File: src/rtl/alu_command_sequencer_if.sv
// Command/response bundle between a requester, the command sequencer and the ALU.
// The sequencer takes the slave side; the requester plus ALU environment take the master side.
interface alu_command_sequencer_if;
    // Requester command channel
    logic        CmdValid;
    logic        CmdReady;
    logic [4:0]  CmdFunSel;
    logic        CmdWF;
    logic [2:0]  CmdCond;

    // ALU control and results
    logic [4:0]  FunSel;
    logic        WF;
    logic [15:0] ALUOut;
    logic [3:0]  FlagsOut;

    // Requester response channel
    logic        RspValid;
    logic        RspReady;
    logic [15:0] RspData;
    logic [3:0]  RspFlags;
    logic        RspTaken;

    modport slave (
        input  CmdValid, CmdFunSel, CmdWF, CmdCond, ALUOut, FlagsOut, RspReady,
        output CmdReady, FunSel, WF, RspValid, RspData, RspFlags, RspTaken
    );

    modport master (
        output CmdValid, CmdFunSel, CmdWF, CmdCond, ALUOut, FlagsOut, RspReady,
        input  CmdReady, FunSel, WF, RspValid, RspData, RspFlags, RspTaken
    );
endinterface

File: src/rtl/alu_command_sequencer.sv
// Issues one ALU operation per command: drives FunSel/WF for a single cycle,
// waits one cycle for the ALU flag register, then returns result, flags and
// the evaluated condition over a valid/ready response channel.
module alu_command_sequencer (
    input  logic                    Clock,
    input  logic                    Reset,
    alu_command_sequencer_if.slave  bus
);
    localparam int DATA_W = 16;
    localparam int FLAG_W = 4;

    typedef enum logic [1:0] {
        IDLE  = 2'd0,
        ISSUE = 2'd1,
        FLAGS = 2'd2,
        DONE  = 2'd3
    } state_t;

    state_t              state;
    state_t              state_nxt;
    logic                cmd_ready;
    logic                cmd_accept;

    logic [4:0]          funsel_q;
    logic                wf_q;
    logic [2:0]          cond_q;

    logic [DATA_W-1:0]   rsp_data_q;
    logic [FLAG_W-1:0]   rsp_flags_q;
    logic                rsp_taken_q;
    logic                rsp_valid_q;

    // Flag order is {Z, C, N, O}
    function automatic logic cond_eval(input logic [2:0] cond, input logic [FLAG_W-1:0] flags);
        logic result;
        case (cond)
            3'b000:  result = 1'b1;
            3'b001:  result = flags[3];
            3'b010:  result = ~flags[3];
            3'b011:  result = flags[2];
            3'b100:  result = ~flags[2];
            3'b101:  result = flags[1];
            3'b110:  result = ~flags[1];
            default: result = flags[0];
        endcase
        return result;
    endfunction

    // 8-bit operations only produce a meaningful low byte; clear the rest
    function automatic logic [DATA_W-1:0] width_fix(input logic [DATA_W-1:0] data, input logic wide);
        return wide ? data : {8'h00, data[7:0]};
    endfunction

    // Next-state and command-ready decode
    always_comb begin
        state_nxt = state;
        cmd_ready = 1'b0;
        case (state)
            IDLE: begin
                cmd_ready = 1'b1;
                if (bus.CmdValid) state_nxt = ISSUE;
            end
            ISSUE: state_nxt = FLAGS;
            FLAGS: state_nxt = DONE;
            DONE: begin
                // Consuming the response frees the slot for a new command on the same edge
                cmd_ready = bus.RspReady;
                if (bus.RspReady) state_nxt = bus.CmdValid ? ISSUE : IDLE;
            end
            default: state_nxt = IDLE;
        endcase
    end

    assign cmd_accept = bus.CmdValid & cmd_ready;

    // State register
    always_ff @(posedge Clock or posedge Reset) begin
        if (Reset) state <= IDLE;
        else       state <= state_nxt;
    end

    // Latch the accepted command; FunSel keeps the last value between commands
    always_ff @(posedge Clock or posedge Reset) begin
        if (Reset) begin
            funsel_q <= 5'b00000;
            wf_q     <= 1'b0;
            cond_q   <= 3'b000;
        end else if (cmd_accept) begin
            funsel_q <= bus.CmdFunSel;
            wf_q     <= bus.CmdWF;
            cond_q   <= bus.CmdCond;
        end
    end

    // Capture the result at the end of ISSUE, flags and condition at the end of FLAGS
    always_ff @(posedge Clock or posedge Reset) begin
        if (Reset) begin
            rsp_data_q  <= '0;
            rsp_flags_q <= '0;
            rsp_taken_q <= 1'b0;
        end else begin
            if (state == ISSUE) rsp_data_q <= width_fix(bus.ALUOut, funsel_q[4]);
            if (state == FLAGS) begin
                rsp_flags_q <= bus.FlagsOut;
                rsp_taken_q <= cond_eval(cond_q, bus.FlagsOut);
            end
        end
    end

    // Response valid rises entering DONE and drops once the response is consumed
    always_ff @(posedge Clock or posedge Reset) begin
        if (Reset)                                rsp_valid_q <= 1'b0;
        else if (state == FLAGS)                  rsp_valid_q <= 1'b1;
        else if (state == DONE && bus.RspReady)   rsp_valid_q <= 1'b0;
    end

    assign bus.CmdReady = cmd_ready;
    assign bus.FunSel   = funsel_q;
    assign bus.WF       = (state == ISSUE) & wf_q;
    assign bus.RspValid = rsp_valid_q;
    assign bus.RspData  = rsp_data_q;
    assign bus.RspFlags = rsp_flags_q;
    assign bus.RspTaken = rsp_taken_q;
endmodule

File: src/flat_wrapper.sv
// flat-port wrapper written by rule: the top's interface ports become plain ports
module alu_command_sequencer_flat 
  (Clock, Reset, bus_CmdValid, bus_CmdFunSel, bus_CmdWF, bus_CmdCond, bus_ALUOut, bus_FlagsOut, bus_RspReady, bus_CmdReady, bus_FunSel, bus_WF, bus_RspValid, bus_RspData, bus_RspFlags, bus_RspTaken);
  alu_command_sequencer_if bus_i ();
  input  logic Clock;
  input  logic Reset;
  input wire logic [$bits(bus_i.CmdValid)-1:0] bus_CmdValid;
  input wire logic [$bits(bus_i.CmdFunSel)-1:0] bus_CmdFunSel;
  input wire logic [$bits(bus_i.CmdWF)-1:0] bus_CmdWF;
  input wire logic [$bits(bus_i.CmdCond)-1:0] bus_CmdCond;
  input wire logic [$bits(bus_i.ALUOut)-1:0] bus_ALUOut;
  input wire logic [$bits(bus_i.FlagsOut)-1:0] bus_FlagsOut;
  input wire logic [$bits(bus_i.RspReady)-1:0] bus_RspReady;
  output wire logic [$bits(bus_i.CmdReady)-1:0] bus_CmdReady;
  output wire logic [$bits(bus_i.FunSel)-1:0] bus_FunSel;
  output wire logic [$bits(bus_i.WF)-1:0] bus_WF;
  output wire logic [$bits(bus_i.RspValid)-1:0] bus_RspValid;
  output wire logic [$bits(bus_i.RspData)-1:0] bus_RspData;
  output wire logic [$bits(bus_i.RspFlags)-1:0] bus_RspFlags;
  output wire logic [$bits(bus_i.RspTaken)-1:0] bus_RspTaken;
  assign bus_i.CmdValid = bus_CmdValid;
  assign bus_i.CmdFunSel = bus_CmdFunSel;
  assign bus_i.CmdWF = bus_CmdWF;
  assign bus_i.CmdCond = bus_CmdCond;
  assign bus_i.ALUOut = bus_ALUOut;
  assign bus_i.FlagsOut = bus_FlagsOut;
  assign bus_i.RspReady = bus_RspReady;
  assign bus_CmdReady = bus_i.CmdReady;
  assign bus_FunSel = bus_i.FunSel;
  assign bus_WF = bus_i.WF;
  assign bus_RspValid = bus_i.RspValid;
  assign bus_RspData = bus_i.RspData;
  assign bus_RspFlags = bus_i.RspFlags;
  assign bus_RspTaken = bus_i.RspTaken;
  alu_command_sequencer u_core (.Clock(Clock), .Reset(Reset), .bus(bus_i));
endmodule
File: config.mk
export PLATFORM = sky130hd
export DESIGN_NAME = alu_command_sequencer_flat
export DESIGN_NICKNAME = d
export VERILOG_FILES = /design/src/rtl/alu_command_sequencer_if.sv /design/src/rtl/alu_command_sequencer.sv /design/src/flat_wrapper.sv
export SDC_FILE = /design/constraint.sdc
export NUM_CORES = 1
export LEC_CHECK = 0
export CORE_MARGIN = 3
export CORE_UTILIZATION = 43
export CTS_BUF_LIST = sky130_fd_sc_hd__clkbuf_4
export DETAILED_ROUTE_END_ITERATION = 16
export PLACE_DENSITY_LB_ADDON = 0.1
export SLEW_MARGIN = 20
export SYNTH_ARGS = -nofsm -noshare
export SYNTH_HDL_FRONTEND = slang
export SYNTH_SLANG_ARGS = --single-unit
File: constraint.sdc
create_clock -name Clock -period 2.52 [get_ports Clock]
set_clock_uncertainty 0.05 [all_clocks]
set_input_delay 0.756 -clock Clock [delete_from_list [all_inputs] [get_ports Clock]]
set_output_delay 0.756 -clock Clock [all_outputs]
set_load 0.01 [all_outputs]
-- After elaboration in Yosys (flattened, before gate mapping)
Index checks and enable logic that the tools add are counted.
W data, S select, Z words.
- word-level logic and storage cells: 38
- register bits after elaboration: 33
- input bits: 33
- reduce and logical (&&, ||, !) cells: 5
- eq/ne operators: 11
- muxes and demuxes: 9
- bitwise operators: 5
- operators by type and width (cell ; number):
    $mux W16 ; 1
    $eq A3 B3 Y1 const B ; 3
    $pmux W2 S4 ; 1
    $pmux W1 S7 ; 1
    $eq A3 B2 Y1 const B ; 2
    $eq A2 B2 Y1 const B ; 2
    $mux W2 ; 2
    $ne A2 B2 Y1 const B ; 2
    $eq A3 B1 Y1 const B ; 1
    $logic_not A3 Y1 ; 1
    $mux W1 ; 3
    $not A1 Y1 ; 3
    $and A1 B1 Y1 ; 2
    $eq A2 B1 Y1 const B ; 1
    $logic_not A2 Y1 ; 1
    $pmux W1 S2 ; 1
    $reduce_and A2 Y1 ; 1
    $reduce_bool A2 Y1 ; 1
    $logic_and A1 B1 Y1 ; 1

-- Logic depth before layout (Yosys ltp)
Gate-level depths: netlist (run 1).
- depth after elaboration: 4
- mapped depth: 7

-- Worst setup path before layout (run 1)
No wires, ideal clock.
- kind: reg-to-output
- from: register u_core.state[1]
- to: output port bus_WF
- cell stages (with the launch flop): 6
- setup slack: 0.367 ns
- required time: 1.714 ns
- buffers on the path: 2
- arrival: 1.347 ns
- cell sequence: dfrtp_1 > inv_1 > ha_1 > clkbuf_1 > clkbuf_1 > and2_1
- longest elaborated chain between the ends: 2
- RTL lines (item ; RTL line ; text):
    start: declaration ; alu_command_sequencer.sv:19 ; state_t state;
    start signal: assignment ; alu_command_sequencer.sv:79 ; else state <= state_nxt;
    $eq A2 B1 Y1 ; alu_command_sequencer.sv:119 ; assign bus.WF = (state == ISSUE) & wf_q;
    $and A1 B1 Y1 ; alu_command_sequencer.sv:119 ;
    end: declaration ; flat_wrapper.sv:16 ; output wire logic [$bits(bus_i.WF)-1:0] bus_WF;
Every way passes these cells.

-- Worst setup path after layout (run 1)
- from: input port bus_RspReady
- to: output port bus_CmdReady
- longest elaborated chain between the ends: 1
- RTL lines (item ; RTL line ; text):
    start: declaration ; flat_wrapper.sv:13 ; input wire logic [$bits(bus_i.RspReady)-1:0] bus_RspReady;
    $pmux W1 S2 ; alu_command_sequencer.sv:58 ; case (state)
    end: declaration ; flat_wrapper.sv:14 ; output wire logic [$bits(bus_i.CmdReady)-1:0] bus_CmdReady;
Every way passes these cells.

==> metrics.csv, run 1 <==
stage,metric,value,unit
finish,most frequent cells in the layout,"clkdlybuf4s50_1, dfrtp_1, mux2_2",
clocking,Max Root-Sink Buffers,2,
finish,share of layout cells above drive strength 1,21.5,%
finish,Finished Core Util,69.3,%
worst_setup_path,Worst Path Arrival,1.58,ns
grt,first-pass GRT wire length,5150,µm
synthesis,Synthesized Nets,149,
sta,Achievable Freq,419,MHz
synthesis,sequential area share after synthesis,58.6,%
finish,FF+latch area,826,µm²
synthesis,Cells after Synth,112,
sta,fin. max-slew vios,0,
placement,IO Port Bufs,61,
grt,M3 GR Usage,7.49,%
sta,Tmin final,2.39,ns
clocking,clock-pin transition on the worst setup and hold timing paths,0.09,ns
clocking,H-Tree Depth,2,
floorplan,Die Width,63.3,µm
grt,met2 Usage GRT,30.8,%
synthesis,"FF+latch count, synth",33,
placement,Cells after DPL,217,
sta,setup TNS,0,ns
placement,RePlAce Congestion,0.718,
finish,Layout area overhead,52.5,%
job,Max-cap violations,0,
floorplan,Initial Util,45.4,%
floorplan,num rows,20,
power_and_ir_drop,maximum VDD drop,0.656,mV
grt,initial antenna violation count,0,
hold_path,Min-Delay Path Class,reg2reg,
synthesis,share of async-settable or async-resettable flops after synthesis,100,%
synthesis,syn avg cell area,12.6,µm²
worst_setup_path,crit path cell chain,clkdlybuf4s50_1 > a21oi_2 > nor2_1 > clkbuf_2,
finish,# diodes,0,
sta,Final setup viols,0,
finish,Multi-input gate area,527,µm²
sta,RSZ-0062 raised after global routing,false,
finish,"commonest non-fill, non-tap cell in the layout",clkdlybuf4s50_1,
sta,period utilisation layout,94.8,%
detailed_routing,Detailed Route WL,3100,µm
finish,filler cell count,278,
grt,vias in the first global route,1168,
sta,worst hold margin,0.442,ns
worst_setup_path,Crit. End Element,primary output,
synthesis,top cell type's share of synthesized area,58.6,%
synthesis,number of synthesized flops with an enable pin,0,
floorplan,Top Ports,62,
grt,grt total ovfl,0,
detailed_routing,vias,1053,
clocking,CTS tree,done,
clocking,Worst-Skew Late Latency,0.32,ns
grt,GRT Max-Usage Layer,met2,
finish,Final nets,217,
synthesis,mapped cell area,1410,µm²
grt,GRT Resource Usage Total,16.9,%
worst_setup_path,max incr delay on CP,0.51,ns
detailed_routing,Via density,4.68,
grt,met1 Usage GRT,16.5,%
detailed_routing,# DRC,0,
worst_setup_path,Crit-path slowest cell,clkdlybuf4s50_1,
worst_setup_path,Crit Path Class,in2out,
detailed_routing,post-DR wirelength/cell,13.8,µm
synthesis,total number of yosys warnings,0,
synthesis,ranking of synthesized cells by area,"dfrtp_1, mux2_2, ha_1",
worst_setup_path,Critical Path Start Type,primary input,
clocking,TritonCTS Buffers,5,
finish,Final Non-Filler Cells,225,
floorplan,core area,3100,µm²
synthesis,Synth Flop Type,dfrtp_1,
power_and_ir_drop,pwr/cell area,1200,nW/µm²
clocking,clock sinks,33,
synthesis,cell taking the most area after synthesis,dfrtp_1,
sta,worst slew pin tran,0.413,ns
floorplan,Die ar.,4000,µm²
synthesis,Yosys cell types,20,
sta,final hold vios,0,
grt,pin count of the biggest net entering global routing,34,
placement,HPWL Detailed,2430,µm
detailed_routing,Routed Antenna Nets,0,
floorplan,Die Y,63.3,µm
worst_setup_path,crit-path max FO,2,
status,status,"complete, no violations",
clocking,CTS root buffer,clkbuf_4,
power_and_ir_drop,Pleak,0.921,nW
clocking,Post-CTS Setup Repair Bufs,0,
detailed_routing,TritonRoute pass-1 iters,6,
sta,Slew headroom,72.5,%
detailed_routing,first-iteration detailed-routing DRC count,38,
worst_setup_path,critical path data required time,1.71,ns
[Yosys cell counts, types with 2 or more instances]
cell      count
dfrtp_1      33
inv_1        11
mux2_2       21
clkbuf_1      4
nand2_1      10
o21ai_0       8
a21oi_1       5
ha_1          4
and2_1        2
nand2b_1      3
mux2_1        2
[kinds of logic after synthesis]
kind of cell / Yosys count / share of synthesized area (%)
flip-flops: 33 / 58.6
multiplexers: 26 / 21.7
AND/OR/NAND/NOR: 18 / 6.03
buffers and inverters: 16 / 4.35
AO/OA/AOI/OAI: 15 / 5.77
adder cells (fa/ha/maj): 4 / 3.55
[worst paths after layout]
| kind | startpoint | to | cells after the start | slack, ns |
|---|---|---|---|---|
| min in group asynchronous | Reset | u_core.bus.RspFlags[0]$_DFFE_PP0P_ | 3 | 0.76 |
| worst min-delay path | u_core.bus.RspValid$_DFFE_PP0P_ | u_core.bus.RspValid$_DFFE_PP0P_ | 1 | 0.44 |
| worst max register to register | u_core.state[0]$_DFFE_PP0P_ | u_core.bus.FunSel[1]$_DFFE_PP0P_ | 7 | 0.59 |
| worst max-delay path | bus_RspReady | bus_CmdReady | 4 | 0.13 |
| max in group asynchronous | Reset | u_core.bus.RspData[0]$_DFFE_PP0N_ | 3 | 1.36 |
| worst min register to register | u_core.bus.RspValid$_DFFE_PP0P_ | u_core.bus.RspValid$_DFFE_PP0P_ | 1 | 0.44 |
[flip-flops by register name, summed over array words and instances, names as in the netlist]
name / count
u_core.bus.FunSel: 5
u_core.bus.RspData: 16
u_core.bus.RspFlags: 4
u_core.bus.RspTaken: 1
u_core.bus.RspValid: 1
u_core.cond_q: 3
u_core.state: 2
u_core.wf_q: 1
[report_power, final]
group	internal [W]	total [W]	leakage (nW)	switching, W
clock network	0.000143	0.000304	0.0368	0.000160
registers	0.000800	0.000962	0.397	0.000162
logic	0.000798	0.00131	0.487	0.000508
total	0.00174	0.00257	0.921	0.000831
[worst max-delay path, delay by kind of cell]
kind	cells	cell delay [ns]
AOI/OAI and AO/OA	1	0.08
and+or+nand+nor	1	0.10
buffers and inverters	2	0.65
[routing by layer]
metal	part of all wire [%]	vias up
met5	0	-
met4	0.48	0
met3	8.0	2
met2	54	36
met1	37	509
li1	-	506
[metrics by stage]
stage | area (µm²) | total power, W | setup WS, ns
5_1_grt | 2150 | 0.00276 | 0.0658
3_3_place_gp | 2090 | 0.00224 | -0.213
3_5_place_dp | 2090 | 0.00231 | -0.283
6_report | 2150 | 0.00257 | 0.132
4_1_cts | 2160 | 0.00262 | 0.0121
2_1_floorplan | 1410 | 0.00162 | 0.367
[cell type report]
class                   count  share of cell area [%]
flip-flops and latches     33                    38.4
repair buffers             66                    29.8
multi-input cells          63                    24.5
clock buffers               8                    2.79
well taps                  44                    2.56
inverters                  11                    1.92
[repair_timing]
action | in CTS | in global routing
hold endpoints to repair | 0 | 0
gates resized for setup | 4 | 1
hold buffers | 0 | 0
setup endpoints to repair | 2 | 1
No activity file was read; power rests on OpenSTA's default activity.
==> run 2: changes to the inputs <==
--- a/config.mk
+++ b/config.mk
@@ -10,6 +10,7 @@
 export CTS_BUF_LIST = sky130_fd_sc_hd__clkbuf_4
 export DETAILED_ROUTE_END_ITERATION = 16
 export PLACE_DENSITY_LB_ADDON = 0.1
+export SETUP_SLACK_MARGIN = 0.2
 export SLEW_MARGIN = 20
 export SYNTH_ARGS = -nofsm -noshare
 export SYNTH_HDL_FRONTEND = slang
==> run 2 against run 1 <==
First-iteration DRC count grew 2.6%. Combinational power up 3%. Non-clock buffer count increased by 1. Hold slack improved by 0.00054 ns. Cell count grew 0.44%. Sequential cell count unchanged. Cell area rose by 0.87%. Sequential share of layout area shrank 0.33 points. Sequential power about the same. Critical path depth is 1 lower. Clock power is essentially flat. Worst setup slack improved by 0.17 ns. Critical path type is now reg2out. Critical endpoint is now bus_WF. Largest power group unchanged. Highest routed layer unchanged.
==> metrics.csv, run 2 (synthesis gave the netlist of run 1 again) <==
stage,metric,value,unit
hold_path,Min-Delay Path Class,reg2reg,
grt,initial antenna violation count,0,
detailed_routing,TritonRoute pass-1 iters,5,
power_and_ir_drop,pwr/cell area,1210,nW/µm²
finish,Finished Core Util,69.9,%
detailed_routing,post-DR wirelength/cell,13.8,µm
grt,first-pass GRT wire length,5150,µm
grt,GRT Resource Usage Total,16.9,%
power_and_ir_drop,Logic pwr share,51.6,%
finish,filler cell count,274,
finish,FF+latch area,826,µm²
sta,Slew headroom,72.7,%
sta,Achievable Freq,451,MHz
placement,Cells after DPL,217,
sta,setup TNS,0,ns
floorplan,Top Ports,62,
clocking,clock-pin transition on the worst setup and hold timing paths,0.10,ns
clocking,Max Root-Sink Buffers,2,
sta,worst hold margin,0.443,ns
finish,max reg flops,16,
grt,pin count of the biggest net entering global routing,34,
sta,worst slew pin tran,0.410,ns
detailed_routing,Via density,4.68,
finish,# diodes,0,
worst_setup_path,Crit. End Element,primary output,
clocking,clock sinks,33,
clocking,CTS tree,done,
floorplan,num rows,20,
finish,most frequent cells in the layout,"clkdlybuf4s50_1, dfrtp_1, mux2_2",
job,Max-cap violations,0,
power_and_ir_drop,Clk pwr share,11.7,%
detailed_routing,first-iteration detailed-routing DRC count,39,
floorplan,Initial Util,45.4,%
placement,HPWL Detailed,2430,µm
sta,Tmin final,2.22,ns
detailed_routing,vias,1058,
worst_setup_path,Critical Path Start Type,register,
sta,RSZ-0062 raised after global routing,true,
floorplan,Die Y,63.3,µm
detailed_routing,Routed Antenna Nets,0,
floorplan,core area,3100,µm²
floorplan,Die ar.,4000,µm²
grt,grt total ovfl,0,
floorplan,Die Width,63.3,µm
power_and_ir_drop,Net Sw Frac,32.3,%
power_and_ir_drop,Pleak,0.927,nW
placement,IO Port Bufs,61,
grt,vias in the first global route,1168,
finish,share of layout cells above drive strength 1,23.1,%
power_and_ir_drop,Net Sw Power,0.000846,W
sta,Final setup viols,0,
power_and_ir_drop,Int Power,0.00177,W
clocking,Worst-Skew Late Latency,0.32,ns
worst_setup_path,Crit Path Class,reg2out,
detailed_routing,Detailed Route WL,3110,µm
clocking,H-Tree Depth,2,
worst_setup_path,Worst Path Arrival,1.41,ns
power_and_ir_drop,maximum VDD drop,0.657,mV
finish,Layout area overhead,53.9,%
status,status,"complete, no violations",
power_and_ir_drop,power share of the sequential group,36.7,%
placement,RePlAce Congestion,0.718,
sta,period utilisation layout,88.0,%
finish,Final Non-Filler Cells,226,
sta,final hold vios,0,
clocking,TritonCTS Buffers,5,
worst_setup_path,critical path data required time,1.71,ns
finish,"commonest non-fill, non-tap cell in the layout",clkdlybuf4s50_1,
sta,fin. max-slew vios,0,
detailed_routing,# DRC,0,
worst_setup_path,crit-path max FO,5,
clocking,CTS root buffer,clkbuf_4,
finish,Multi-input gate area,539,µm²
finish,Final nets,218,
==> run 2: layout make-up <==
cell class / count / area share [%]
Inverter: 11 / 1.90
Clock buffer: 8 / 2.77
Tap cell: 44 / 2.54
Multi-Input combinational cell: 63 / 24.9
Sequential cell: 33 / 38.1
Timing Repair Buffer: 67 / 29.9
==> run 2: path summary, 6_finish.rpt <==
path / start / to / slack, ns / cells after the start
setup / recovery: u_core.state[0]$_DFFE_PP0P_ / bus_WF / 0.30 / 3
hold / removal: u_core.bus.RspValid$_DFFE_PP0P_ / u_core.bus.RspValid$_DFFE_PP0P_ / 0.44 / 1
setup reg to reg: u_core.state[0]$_DFFE_PP0P_ / u_core.bus.FunSel[1]$_DFFE_PP0P_ / 0.60 / 7
hold reg to reg: u_core.bus.RspValid$_DFFE_PP0P_ / u_core.bus.RspValid$_DFFE_PP0P_ / 0.44 / 1
max in group asynchronous: Reset / u_core.bus.RspData[0]$_DFFE_PP0N_ / 1.36 / 3
min in group asynchronous: Reset / u_core.bus.RspFlags[0]$_DFFE_PP0P_ / 0.76 / 3
==> run 2: stage by stage <==
step | instance area [µm²] | total power, W | worst slack (ns)
global route | 2170 | 0.00280 | 0.199
global placement | 2090 | 0.00224 | -0.213
detailed placement | 2090 | 0.00231 | -0.283
floorplan | 1410 | 0.00162 | 0.367
finish | 2170 | 0.00262 | 0.303
CTS | 2150 | 0.00261 | 0.239
==> run 2: critical path, stage by stage, from the launching register on <==
cell and delay (ns):
dfrtp_1 0.44, ha_1 0.23, and2_1 0.14, dlygate4sd2_1 0.28
==> run 2: what timing repair did <==
| item | CTS | global route |
|---|---|---|
| buffers inserted | 0 | 1 |
| setup endpoints to repair | 2 | 2 |
| hold buffers | 0 | 0 |
| resized for setup | 7 | 2 |
==> run 2: routing by layer <==
| layer | vias up | routed length [µm] | global-route usage [%] | part of all wire [%] |
|---|---|---|---|---|
| met2 | 34 | 1660 | 30.8 | 53 |
| met5 | - | 0 | 0 | 0 |
| met3 | 5 | 244 | 7.49 | 7.8 |
| li1 | 509 | - | - | - |
| met1 | 510 | 1160 | 16.5 | 37 |
| met4 | 0 | 44 | 6.47 | 1.4 |
==> run 2: power groups by stage <==
stage | Clock (W) | Combinational (W) | Sequential [W]
6_report | 0.000305 | 0.00135 | 0.000961
4_1_cts | 0.000314 | 0.00133 | 0.000968
3_5_place_dp | 0 | 0.00133 | 0.000975
2_1_floorplan | 0 | 0.000571 | 0.00105
5_1_grt | 0.000340 | 0.00146 | 0.00100
3_3_place_gp | 0 | 0.00129 | 0.000953
==> run 3: changes to the inputs <==
--- a/config.mk
+++ b/config.mk
@@ -5,6 +5,7 @@
 export SDC_FILE = /design/constraint.sdc
 export NUM_CORES = 1
 export LEC_CHECK = 0
+export ABC_AREA = 1
 export CORE_MARGIN = 3
 export CORE_UTILIZATION = 43
 export CTS_BUF_LIST = sky130_fd_sc_hd__clkbuf_4
==> run 3 against run 2 <==
Maximum frequency down 1.2%. Wire length up 1.2%. Cell count up 18%. Utilization decreased by 0.078 points. Area after synthesis up 3.8%. Clock-buffer cell count down 2.
==> metrics.csv, run 3 <==
stage,metric,value,unit
synthesis,top cell type's share of synthesized area,56.4,%
sta,RSZ-0062 raised after global routing,true,
synthesis,number of synthesized flops with an enable pin,0,
synthesis,cell taking the most area after synthesis,dfrtp_1,
clocking,TritonCTS Buffers,5,
finish,# diodes,0,
worst_setup_path,crit path cell chain,inv_1 > ha_1 > a21oi_4 > buf_2,
floorplan,core area,3150,µm²
sta,worst slew pin tran,0.405,ns
power_and_ir_drop,Logic pwr share,48.9,%
sta,fin. max-slew vios,0,
worst_setup_path,Crit-path slowest cell,dfrtp_1,
detailed_routing,TritonRoute pass-1 iters,4,
floorplan,Die Y,64.3,µm
floorplan,Initial Util,46.4,%
floorplan,Die ar.,4140,µm²
sta,Achievable Freq,446,MHz
sta,final hold vios,0,
synthesis,Synthesized Nets,192,
synthesis,Synth Flop Type,dfrtp_1,
sta,Tmin final,2.24,ns
synthesis,"top cells by count, synth","nand2_1, dfrtp_1, inv_1",
worst_setup_path,critical path data required time,1.71,ns
power_and_ir_drop,pwr/cell area,1190,nW/µm²
power_and_ir_drop,Pleak,1.03,nW
sta,worst hold margin,0.439,ns
detailed_routing,vias,1228,
power_and_ir_drop,overall power,0.00262,W
detailed_routing,# DRC,0,
finish,Layout area overhead,50.4,%
detailed_routing,Routed Antenna Nets,0,
detailed_routing,Via density,4.62,
detailed_routing,post-DR wirelength/cell,11.8,µm
worst_setup_path,CP Buf/Inv Count,2,
worst_setup_path,crit-path max FO,5,
worst_setup_path,Critical Path Start Type,register,
clocking,clock sinks,33,
grt,pin count of the biggest net entering global routing,34,
power_and_ir_drop,Net Sw Frac,35.3,%
sta,Slew headroom,73.0,%
grt,grt total ovfl,0,
hold_path,Min-Delay Path Class,reg2reg,
synthesis,cell with the most instances after synthesis,nand2_1,
finish,Finished Core Util,69.8,%
synthesis,sequential area share after synthesis,56.4,%
worst_setup_path,Worst Path Arrival,1.44,ns
power_and_ir_drop,Int Power,0.00169,W
detailed_routing,Detailed Route WL,3150,µm
floorplan,Top Ports,62,
clocking,clock-pin transition on the worst setup and hold timing paths,0.10,ns
grt,vias in the first global route,1224,
synthesis,Cells after Synth,155,
finish,max reg flops,16,
placement,dpl cell area,2130,µm²
worst_setup_path,max incr delay on CP,0.43,ns
synthesis,"FF+latch count, synth",33,
power_and_ir_drop,Clk pwr share,14.8,%
synthesis,share of async-settable or async-resettable flops after synthesis,100,%
finish,most frequent cells in the layout,"clkdlybuf4s50_1, nand2_1, dfrtp_1",
synthesis,mapped cell area,1460,µm²
synthesis,ranking of synthesized cells by area,"dfrtp_1, nand2_1, nand3_1",
clocking,CTS root buffer,clkbuf_4,
sta,worst setup margin,0.276,ns
job,Max-cap violations,0,
finish,Final nets,258,
placement,RePlAce Congestion,0.754,
placement,HPWL Detailed,2410,µm
worst_setup_path,Crit Path Class,reg2out,
clocking,H-Tree Depth,2,
sta,Final setup viols,0,
power_and_ir_drop,maximum VDD drop,0.757,mV
power_and_ir_drop,power share of the sequential group,36.3,%
finish,"commonest non-fill, non-tap cell in the layout",clkdlybuf4s50_1,
floorplan,Die Width,64.3,µm
grt,initial antenna violation count,0,
worst_setup_path,Crit. End Element,primary output,
status,status,"complete, no violations",
placement,IO Port Bufs,61,
finish,Finished Cell Area,2200,µm²
worst_setup_path,Crit path max-delay family,flip-flops,
grt,GRT Resource Usage Total,16.7,%
synthesis,Yosys cell types,16,
placement,Place WS,-0.299,ns
synthesis,total number of yosys warnings,0,
clocking,CTS tree,done,
clocking,Post-CTS Setup Repair Bufs,0,
synthesis,syn avg cell area,9.44,µm²
sta,period utilisation layout,89.1,%
floorplan,num rows,20,
clocking,Max Root-Sink Buffers,2,
clocking,Worst-Skew Late Latency,0.32,ns
power_and_ir_drop,Net Sw Power,0.000926,W
clocking,# hold bufs at CTS,0,
detailed_routing,first-iteration detailed-routing DRC count,47,
finish,share of layout cells above drive strength 1,12.6,%
grt,first-pass GRT wire length,5370,µm
run 3: cell families after synthesis:
family                   after synthesis  share of synthesized area, %
AO/OA/AOI/OAI                         19                          7.86
multiplexers                           8                          6.15
adder cells (fa/ha/maj)                4                          3.42
buffers and inverters                 27                          7.69
flip-flops                            33                          56.4
AND/OR/NAND/NOR                       64                          18.5
run 3: final cells by class:
cell class,count,area [µm²]
flip-flops and latches,33,827
fillers,260,951
inverters,21,78.8
repair buffers,65,637
multi-input cells,95,526
clock buffers,6,45.0
well taps,44,55.1
clock inverters,2,33.8
run 3: worst min-delay path: cells and delay by family, from the launching register on:
| family | cells | cell delay (ns) |
|---|---|---|
| DFF | 1 | 0.37 |
| and+or+nand+nor | 2 | 0.10 |
run 3: metrics by stage:
step / setup TNS [ns] / instances
finish: 0 / 266
global route: 0 / 266
floorplan: 0 / 155
CTS: 0 / 266
detailed placement: -0.299 / 258
global placement: -0.279 / 258
run 3: worst paths after layout:
| path | from | endpoint | slack [ns] | cells after the start |
|---|---|---|---|---|
| min in group asynchronous | Reset | u_core.bus.RspData[15]$_DFFE_PP0N_ | 0.76 | 3 |
| min | u_core.bus.RspValid$_DFFE_PP0P_ | u_core.bus.RspValid$_DFFE_PP0P_ | 0.44 | 2 |
| min reg2reg | u_core.bus.RspValid$_DFFE_PP0P_ | u_core.bus.RspValid$_DFFE_PP0P_ | 0.44 | 2 |
| max in group asynchronous | Reset | u_core.bus.FunSel[4]$_DFFE_PP0P_ | 1.34 | 3 |
| max | u_core.state[0]$_DFFE_PP0P_ | bus_CmdReady | 0.28 | 4 |
| max reg2reg | u_core.state[0]$_DFFE_PP0P_ | u_core.cond_q[2]$_DFFE_PP0P_ | 0.87 | 7 |
run 3: what timing repair did:
| item | CTS | global route |
|---|---|---|
| resized for setup | 5 | 3 |
| endpoints found under the hold margin | 0 | 0 |
| endpoints found under the setup margin | 2 | 3 |
| pin swaps | 0 | 0 |
run 3: power by group through the flow:
stage,sequential (W),combinational [W],clock [W]
finish,0.000951,0.00128,0.000388
global route,0.000989,0.00143,0.000427
CTS,0.000952,0.00130,0.000399
detailed placement,0.000959,0.00131,0
global placement,0.000949,0.00127,0
floorplan,0.00103,0.000602,0
run 3: routing by layer:
| layer | track usage, % | vias up | wire, µm |
|---|---|---|---|
| met2 | 28.9 | 47 | 1550 |
| li1 | - | 623 | - |
| met5 | 0 | - | 0 |
| met4 | 6.33 | 0 | 36 |
| met3 | 4.39 | 5 | 215 |
| met1 | 19.7 | 553 | 1340 |
